--- config.mk ---
export PLATFORM = sky130hd
export DESIGN_NAME = pipe_ctrl
export DESIGN_NICKNAME = d
export VERILOG_FILES = /design/src/rtl/pipe_ctrl_pkg.sv /design/src/rtl/pipe_ctrl_sat_counter.sv /design/src/rtl/pipe_ctrl.sv
export SDC_FILE = /design/constraint.sdc
export NUM_CORES = 1
export LEC_CHECK = 0
export ABC_CLOCK_PERIOD_IN_PS = 4500
export CAP_MARGIN = 25
export CORE_MARGIN = 4
export CORE_UTILIZATION = 46
export CTS_CLUSTER_SIZE = 8
export DETAILED_ROUTE_END_ITERATION = 6
export PLACE_DENSITY = 0.84
export SYNTH_ARGS = -nofsm -noshare
export SYNTH_HDL_FRONTEND = slang
export SYNTH_SLANG_ARGS = --single-unit
--- constraint.sdc ---
create_clock -name clk -period 4.5 [get_ports clk]
set_input_delay 0.45 -clock clk [delete_from_list [all_inputs] [get_ports clk]]
set_output_delay 0.45 -clock clk [all_outputs]
set_load 0.02 [all_outputs]
--- src/rtl/pipe_ctrl_pkg.sv ---
// Shared pipeline-control types: register write codes and redirect FSM states.
package pipe_ctrl_pkg;

  typedef enum logic [1:0] {
    WR_ADV   = 2'b00,
    WR_FLUSH = 2'b01,
    WR_HOLD  = 2'b10
  } wr_ctrl_t;

  typedef enum logic {
    PC_RUN   = 1'b0,
    PC_DRAIN = 1'b1
  } pctrl_state_t;

endpackage

--- src/rtl/pipe_ctrl_sat_counter.sv ---
// Saturating up-counter; increments one cycle after inc, sticks at all-ones.
module sat_counter #(
  parameter int W = 32
) (
  input  logic         clk,
  input  logic         reset,
  input  logic         inc,
  output logic [W-1:0] count
);

  logic [W-1:0] r_count;

  always_ff @(posedge clk or posedge reset) begin
    if (reset) begin
      r_count <= '0;
    end else if (inc && (r_count != '1)) begin
      r_count <= r_count + W'(1);
    end
  end

  assign count = r_count;

endmodule

--- src/rtl/pipe_ctrl.sv ---
// Pipeline write-code generator and deferred-redirect FSM; codes are combinational,
// and a redirect that meets a busy fetch bus is parked until the bus drains.
module pipe_ctrl
  import pipe_ctrl_pkg::*;
#(
  parameter int ADDR_W = 64,
  parameter int CNT_W  = 32
) (
  input  logic              clk,
  input  logic              reset,
  input  logic              imem_busy,
  input  logic              dmem_busy,
  input  logic              mdu_busy,
  input  logic              load_use,
  input  logic              redirect_valid,
  input  logic [ADDR_W-1:0] redirect_target,
  output logic [1:0]        FWrite,
  output logic [1:0]        DWrite,
  output logic [1:0]        EWrite,
  output logic [1:0]        MWrite,
  output logic [1:0]        WWrite,
  output logic              pc_redirect_valid,
  output logic [ADDR_W-1:0] pc_redirect_target,
  output logic              redirect_pending,
  output logic [CNT_W-1:0]  stall_cnt,
  output logic [CNT_W-1:0]  redirect_cnt
);

  pctrl_state_t      r_state;
  pctrl_state_t      w_state_nxt;
  logic [ADDR_W-1:0] r_target_q;
  logic [ADDR_W-1:0] w_target_nxt;

  wr_ctrl_t          w_f, w_d, w_e, w_m, w_w;
  logic              w_pc_vld;
  logic [ADDR_W-1:0] w_pc_tgt;
  logic              w_stall_inc;

  always_ff @(posedge clk or posedge reset) begin
    if (reset) begin
      r_state    <= PC_RUN;
      r_target_q <= '0;
    end else begin
      r_state    <= w_state_nxt;
      r_target_q <= w_target_nxt;
    end
  end

  always_comb begin
    w_f          = WR_ADV;
    w_d          = WR_ADV;
    w_e          = WR_ADV;
    w_m          = WR_ADV;
    w_w          = WR_ADV;
    w_pc_vld     = 1'b0;
    w_pc_tgt     = r_target_q;
    w_state_nxt  = r_state;
    w_target_nxt = r_target_q;

    // Memory and MDU stalls outrank redirects: E stays held and re-presents it later.
    if (dmem_busy) begin
      w_f = WR_HOLD;
      w_d = WR_HOLD;
      w_e = WR_HOLD;
      w_m = WR_HOLD;
      w_w = WR_FLUSH;
    end else if (mdu_busy) begin
      w_f = WR_HOLD;
      w_d = WR_HOLD;
      w_e = WR_HOLD;
      w_m = WR_FLUSH;
    end else if (redirect_valid) begin
      w_f          = WR_FLUSH;
      w_d          = WR_FLUSH;
      w_e          = WR_FLUSH;
      if (r_state == PC_RUN) begin
        if (!imem_busy) begin
          w_pc_vld = 1'b1;
          w_pc_tgt = redirect_target;
        end else begin
          w_target_nxt = redirect_target;
          w_state_nxt  = PC_DRAIN;
        end
      end else begin
        w_target_nxt = redirect_target;
        if (!imem_busy) begin
          w_pc_tgt = redirect_target;
        end
      end
    end else if (load_use) begin
      w_f = WR_HOLD;
      w_d = WR_HOLD;
      w_e = WR_FLUSH;
    end else if (imem_busy) begin
      w_f = WR_FLUSH;
    end

    // The fetch in flight while draining is wrong-path; complete as soon as the bus is free.
    if (r_state == PC_DRAIN) begin
      if (!dmem_busy && !mdu_busy) begin
        w_f = WR_FLUSH;
      end
      if (!imem_busy) begin
        w_pc_vld    = 1'b1;
        w_state_nxt = PC_RUN;
      end
    end

    if (reset) begin
      w_f      = WR_FLUSH;
      w_d      = WR_FLUSH;
      w_e      = WR_FLUSH;
      w_m      = WR_FLUSH;
      w_w      = WR_FLUSH;
      w_pc_vld = 1'b0;
    end
  end

  assign w_stall_inc = (w_f != WR_ADV) && !reset;

  sat_counter #(.W(CNT_W)) u_stall_cnt (
    .clk   (clk),
    .reset (reset),
    .inc   (w_stall_inc),
    .count (stall_cnt)
  );

  sat_counter #(.W(CNT_W)) u_redirect_cnt (
    .clk   (clk),
    .reset (reset),
    .inc   (w_pc_vld),
    .count (redirect_cnt)
  );

  assign FWrite             = w_f;
  assign DWrite             = w_d;
  assign EWrite             = w_e;
  assign MWrite             = w_m;
  assign WWrite             = w_w;
  assign pc_redirect_valid  = w_pc_vld;
  assign pc_redirect_target = w_pc_tgt;
  assign redirect_pending   = (r_state == PC_DRAIN);

endmodule

==> results of run 1 <==
==> stage by stage <==
step	instance area, um^2	setup WS (ps)	power, mW
global placement	8680	1080	2.65
finish	9370	970	4.23
global route	9370	855	4.42
floorplan	6410	427	2.12
CTS	9370	969	4.27
detailed placement	8680	977	2.68
==> cell usage in the layout, fill, tap and decap left out, types with 3 or more instances in the layout <==
cell,netlist,final
nor4_4,3,3
nand4_1,20,20
buf_4,2,3
nand3_1,31,31
xor2_1,20,20
bufinv_16,0,6
nand2_1,28,28
clkinvlp_4,0,3
clkbuf_16,0,17
and4_1,3,3
clkdlybuf4s50_1,0,209
and3_1,8,8
nor3_1,13,13
a21o_1,3,3
nor4_1,4,4
a31oi_1,3,3
mux2_2,130,130
xnor2_1,41,41
dfrtp_1,129,129
nor2_1,28,28
inv_1,9,8
a21oi_1,3,3
==> worst max-delay path: stages <==
cell and delay (ps):
clkdlybuf4s50_1 450, nor2_1 430, nand2_1 260, nor2_4 180, buf_12 310, mux2_2 390
clkdlybuf4s50_1 560
==> cells by family after synthesis <==
family                     Yosys count  synth area share
AOI/OAI and AO/OA                   18            0.0228
xor gates and xnor gates            61            0.0833
adders and majority gates            2           0.00390
buffers and inverters               28            0.0205
DFF                                129             0.504
muxes                              130             0.228
other                                1          0.000585
and+or+nand+nor                    154             0.137
==> layer usage <==
layer | vias to the layer above | track usage
met3 | 29 | 0.0567
met2 | 201 | 0.339
met5 | - | 0
li1 | 2305 | -
met1 | 2463 | 0.276
met4 | 0 | 0.0795
==> worst max-delay path by stage <==
stage | startpoint | end | slack [ps] | cells past startpoint
global placement | dmem_busy | pc_redirect_target[13] | 1080 | 7
detailed placement | dmem_busy | pc_redirect_target[43] | 980 | 7
CTS | dmem_busy | pc_redirect_target[38] | 970 | 7
floorplan | reset | EWrite[0] | 430 | 4
finish | dmem_busy | pc_redirect_target[7] | 970 | 7
global route | dmem_busy | pc_redirect_target[38] | 860 | 7
==> sequential cells by signal, summed over array words and instances (netlist names) <==
name,count
r_target_q,64
u_redirect_cnt.count,32
u_stall_cnt.count,32
redirect_pending,1
==> layout make-up <==
cell class	instances	area (um^2)	share of cell area
clock buffer	19	453	0.0484
clock inverter	13	231	0.0247
inverter	9	37.5	0.00401
multi-input combinational	366	3060	0.327
sequential	129	3230	0.345
tap	176	220	0.0235
timing repair buffer	213	2130	0.228
==> where the power goes <==
group	switching [mW]	internal (mW)	total, mW
clock network	0.500	1.07	1.57
registers	0.153	1.35	1.50
logic	0.525	0.632	1.16
total	1.18	3.05	4.23
==> impl_metrics.toml, run 1 <==
[cells_and_area]
antenna_cells = 0
finalNonFillerCells = 925
fill_cells = 957
final_core_util = 0.696
fin_nets = 809
drive_gt1_frac = 0.243
synthToLayoutAreaGrowth_pct = 46.1

[clock_tree]
htreeDepth = 4
cts_tree = "built"
numCtsBuffers = 17
clock-sinks = 129
cts_hold_buf = 0
clkTransAtPathRegs_ps = 50
cts_max_path_buffers = 2
insertion_delay_ps = 410
postCtsSetupBuffers = 0
cts-root-buf = "clkbuf_16"
ctsResizeCount = 0

[detailed_routing]
met1_length_mm = 7.17
dr_wl_met2_mm = 7.92
via_per_inst = 5.40
firstDrtPassIters = 6
wl_mm = 16.5
wl_per_cell_um = 17.8
drc = 0
vias = 4998
ant_nets = 0
drt_iter0_drc = 248
wl_met3_mm = 1.04
maxUsedRoutingLayer = "met4"

[sta]
maxSlewViolCount = 0
min_period_over_period = 0.784
setup_viol = 0
skew_ps = 5.18
max_freq_mhz = 283
rsz0062_at_grt = "false"
hold_ws_ps = 494
worst_slew_margin_rel = 0.364
hold_viol = 0
period_needed_ps = 3530
tns_ps = 0
tightestPinTransition_ps = 950

[floorplan]
die-area_um2 = 15900
die_h_um = 126
core-area_um2 = 13500
die_w_um = 126
io_pins = 211
start_util = 0.477
rows = 42

[critical_path]
rr_worst_depth = 6
startpoint_type = "primary input"
cp.arrival_ps = 3080
crit_type = "in -> out"
crit_path_max_fanout = 64
r2r_end = "u_redirect_cnt.count[3]"
rrSetupSlack_ps = 2030
critPathCaptureType = "primary output"
required_ps = 4050
r2r_start = "u_redirect_cnt.count[0]"

[placement]
place_inst = 893
post-dp-hpwl_mm = 11.7
place.port_buffers = 209
gp_congestion = 0.858

[yosys]
synth_area_leader_cell = "dfrtp_1"
synth_flop_cell = "dfrtp_1"
yosysWarnings = 0
yosys-top-cells-count = "mux2_2, dfrtp_1, xnor2_1, nand3_1"
synth_area_um2 = 6410
yosysSeqAreaShare = 0.504
yosys.area.top_type_share = 0.504
synth_async_sr_flop_share = 1.00
synth_area_leaders = "dfrtp_1, mux2_2, xnor2_1, xor2_1, nand3_1"
synth_cells = 523
yosys.cell_count.top_type = "mux2_2"
synth_nets = 596
synthDistinctLibCells = 41
avgSynthCellArea_um2 = 12.3
yosys_register_bits = 129
synth_edf_count = 0

[status]
status = "finished, final reports clean"

[grt]
antenna_found_initial = 0
overflow = 0
grt_max_degree = 71
grt_pass1_wl_mm = 27.4
grt_pass1_vias = 5310
track_usage = 0.211

[run]
maxCapViolations = 0

[min_path]
hp-start = "u_redirect_cnt.count[31]"
hp-class = "reg -> reg"
hold_path_depth = 1
whs_endpoint = "u_redirect_cnt.count[31]"

[power_and_ir_drop]
leakage_nw = 3.80
vdd_ir_drop_max_mv = 0.232
powerDensity_nw_per_um2 = 451
No activity file was read; power rests on OpenSTA's default activity.
==> inputs of run 2 (changes only) <==
--- a/config.mk
+++ b/config.mk
@@ -5,7 +5,7 @@
 export SDC_FILE = /design/constraint.sdc
 export NUM_CORES = 1
 export LEC_CHECK = 0
-export ABC_CLOCK_PERIOD_IN_PS = 4500
+export ABC_CLOCK_PERIOD_IN_PS = 3700
 export CAP_MARGIN = 25
 export CORE_MARGIN = 4
 export CORE_UTILIZATION = 46
==> constraint.sdc (replaced) <==
create_clock -name clk -period 3.7 [get_ports clk]
set_input_delay 0.37 -clock clk [delete_from_list [all_inputs] [get_ports clk]]
set_output_delay 0.37 -clock clk [all_outputs]
set_load 0.02 [all_outputs]
==> run 2 against run 1 <==
  * Sequential cell count is the same
  * Critical endpoint is now pc_redirect_target[43]
  * Highest routed layer unchanged
  * Sequential share of layout area fell by 0.15 points
  * Total power is 20% higher
==> impl_metrics.toml, run 2 (synthesis results as in run 1) <==
[detailed_routing]
ant_nets = 0
drc = 0
drt_iter0_drc = 344
wl_per_cell_um = 18.4
wl_mm = 17.1
firstDrtPassIters = 4
vias = 4950
via_per_inst = 5.33

[floorplan]
die_h_um = 126
core-area_um2 = 13500
start_util = 0.477
rows = 42
die_w_um = 126
io_pins = 211
die-area_um2 = 15900

[placement]
gp_congestion = 0.873
placed_area_um2 = 8740
place.port_buffers = 209
pre_cts_slack_ps = 321
post-dp-hpwl_mm = 12.6

[min_path]
hp-class = "reg -> reg"

[critical_path]
crit_type = "in -> out"
crit_path_max_fanout = 17
r2r_start = "u_redirect_cnt.count[0]"
crit_end = "pc_redirect_target[43]"
required_ps = 3330
startpoint_type = "primary input"
rr_worst_depth = 6
rrSetupSlack_ps = 1290
cp.arrival_ps = 3050
r2r_end = "u_redirect_cnt.count[3]"
critPathCaptureType = "primary output"
cp-startpoint = "dmem_busy"

[cells_and_area]
design_area_um2 = 9410
final_cell_mix = "clkdlybuf4s50_1, mux2_2, dfrtp_1"
fill_cells = 923
antenna_cells = 0
top_register = "r_target_q"
drive_gt1_frac = 0.242
synthToLayoutAreaGrowth_pct = 46.7
final_core_util = 0.699
largest_reg_flops = 64
fin_nets = 813
regArea_um2 = 3230
layout_commonest_cell = "clkdlybuf4s50_1"
multiInputGateArea_um2 = 3060

[grt]
track_usage = 0.215
antenna_found_initial = 0
grt_pass1_wl_mm = 27.4
grt_max_degree = 75
grt_pass1_vias = 5131
overflow = 0

[clock_tree]
cts_hold_buf = 0
clock-sinks = 129
ctsResizeCount = 0
numCtsBuffers = 17
insertion_delay_ps = 410
cts_max_path_buffers = 2
clkTransAtPathRegs_ps = 50
cts-root-buf = "clkbuf_16"
postCtsSetupBuffers = 0
cts_tree = "built"
htreeDepth = 4

[power_and_ir_drop]
powerDensity_nw_per_um2 = 538
leakage_nw = 3.80
vdd_ir_drop_max_mv = 0.280

[sta]
hold_ws_ps = 501
worst_slew_margin_rel = 0.329
rsz0062_at_grt = "false"
setup_ws_ps = 281
max_freq_mhz = 292
skew_ps = 5.79
period_needed_ps = 3420
tightestPinTransition_ps = 1000
tns_ps = 0
setup_viol = 0
maxSlewViolCount = 0
hold_viol = 0
min_period_over_period = 0.924

[run]
maxCapViolations = 0

[status]
status = "finished, final reports clean"
==> run 2: cell types whose count changed in the layout (fill, tap and decap cells not counted), sizes merged <==
| cell | before | now |
|---|---|---|
| inv | 9 | 8 |
| buf | 4 | 8 |
| clkbuf | 19 | 22 |
| clkinv | 4 | 2 |
| clkinvlp | 3 | 4 |
| bufinv | 6 | 5 |
==> run 2: layout make-up <==
class                   instances  share of cell area
multi-input cells             366               0.325
flip-flops and latches        129               0.343
clock buffers                  22              0.0483
repair buffers                217               0.236
well taps                     176              0.0234
clock inverters                10              0.0194
inverters                       9             0.00399
==> run 2: worst min-delay path by stage <==
stage                                        start                       end  slack (ps)  depth (start not counted)
after floorplan                      r_target_q[0]             r_target_q[0]         480                          1
after global placement       u_stall_cnt.count[16]     u_stall_cnt.count[16]         480                          1
after detailed placement            r_target_q[12]            r_target_q[12]         490                          1
after CTS                 u_redirect_cnt.count[31]  u_redirect_cnt.count[31]         500                          1
after global routing                 r_target_q[7]             r_target_q[7]         510                          1
final                     u_redirect_cnt.count[31]  u_redirect_cnt.count[31]         500                          1
==> run 2: metrics by stage <==
| stage | power [mW] | std cells |
|---|---|---|
| after global placement | 3.23 | 896 |
| after detailed placement | 3.28 | 896 |
| after global routing | 5.28 | 929 |
| after CTS | 5.10 | 928 |
| after floorplan | 2.58 | 523 |
| final | 5.06 | 929 |
==> run 2: layer usage <==
metal | wire [um] | up-vias | GRT usage
met3 | 1170 | 30 | 0.0627
met2 | 8520 | 189 | 0.363
li1 | - | 2310 | -
met1 | 7010 | 2421 | 0.264
met4 | 361 | 0 | 0.0763
met5 | 0 | - | 0
==> run 2: power by group <==
part	switching [mW]	leakage [nW]	internal, mW
sequential	0.188	1.62	1.64
clock	0.589	0.300	1.21
combinational	0.659	1.89	0.776
total	1.44	3.80	3.63
==> run 2: worst max-delay path, stage by stage <==
cell and delay [ps]:
clkdlybuf4s50_1 450, nor2_1 460, nand2_1 280, nor2_4 360
buf_12 210, mux2_2 340, clkdlybuf4s50_1 580
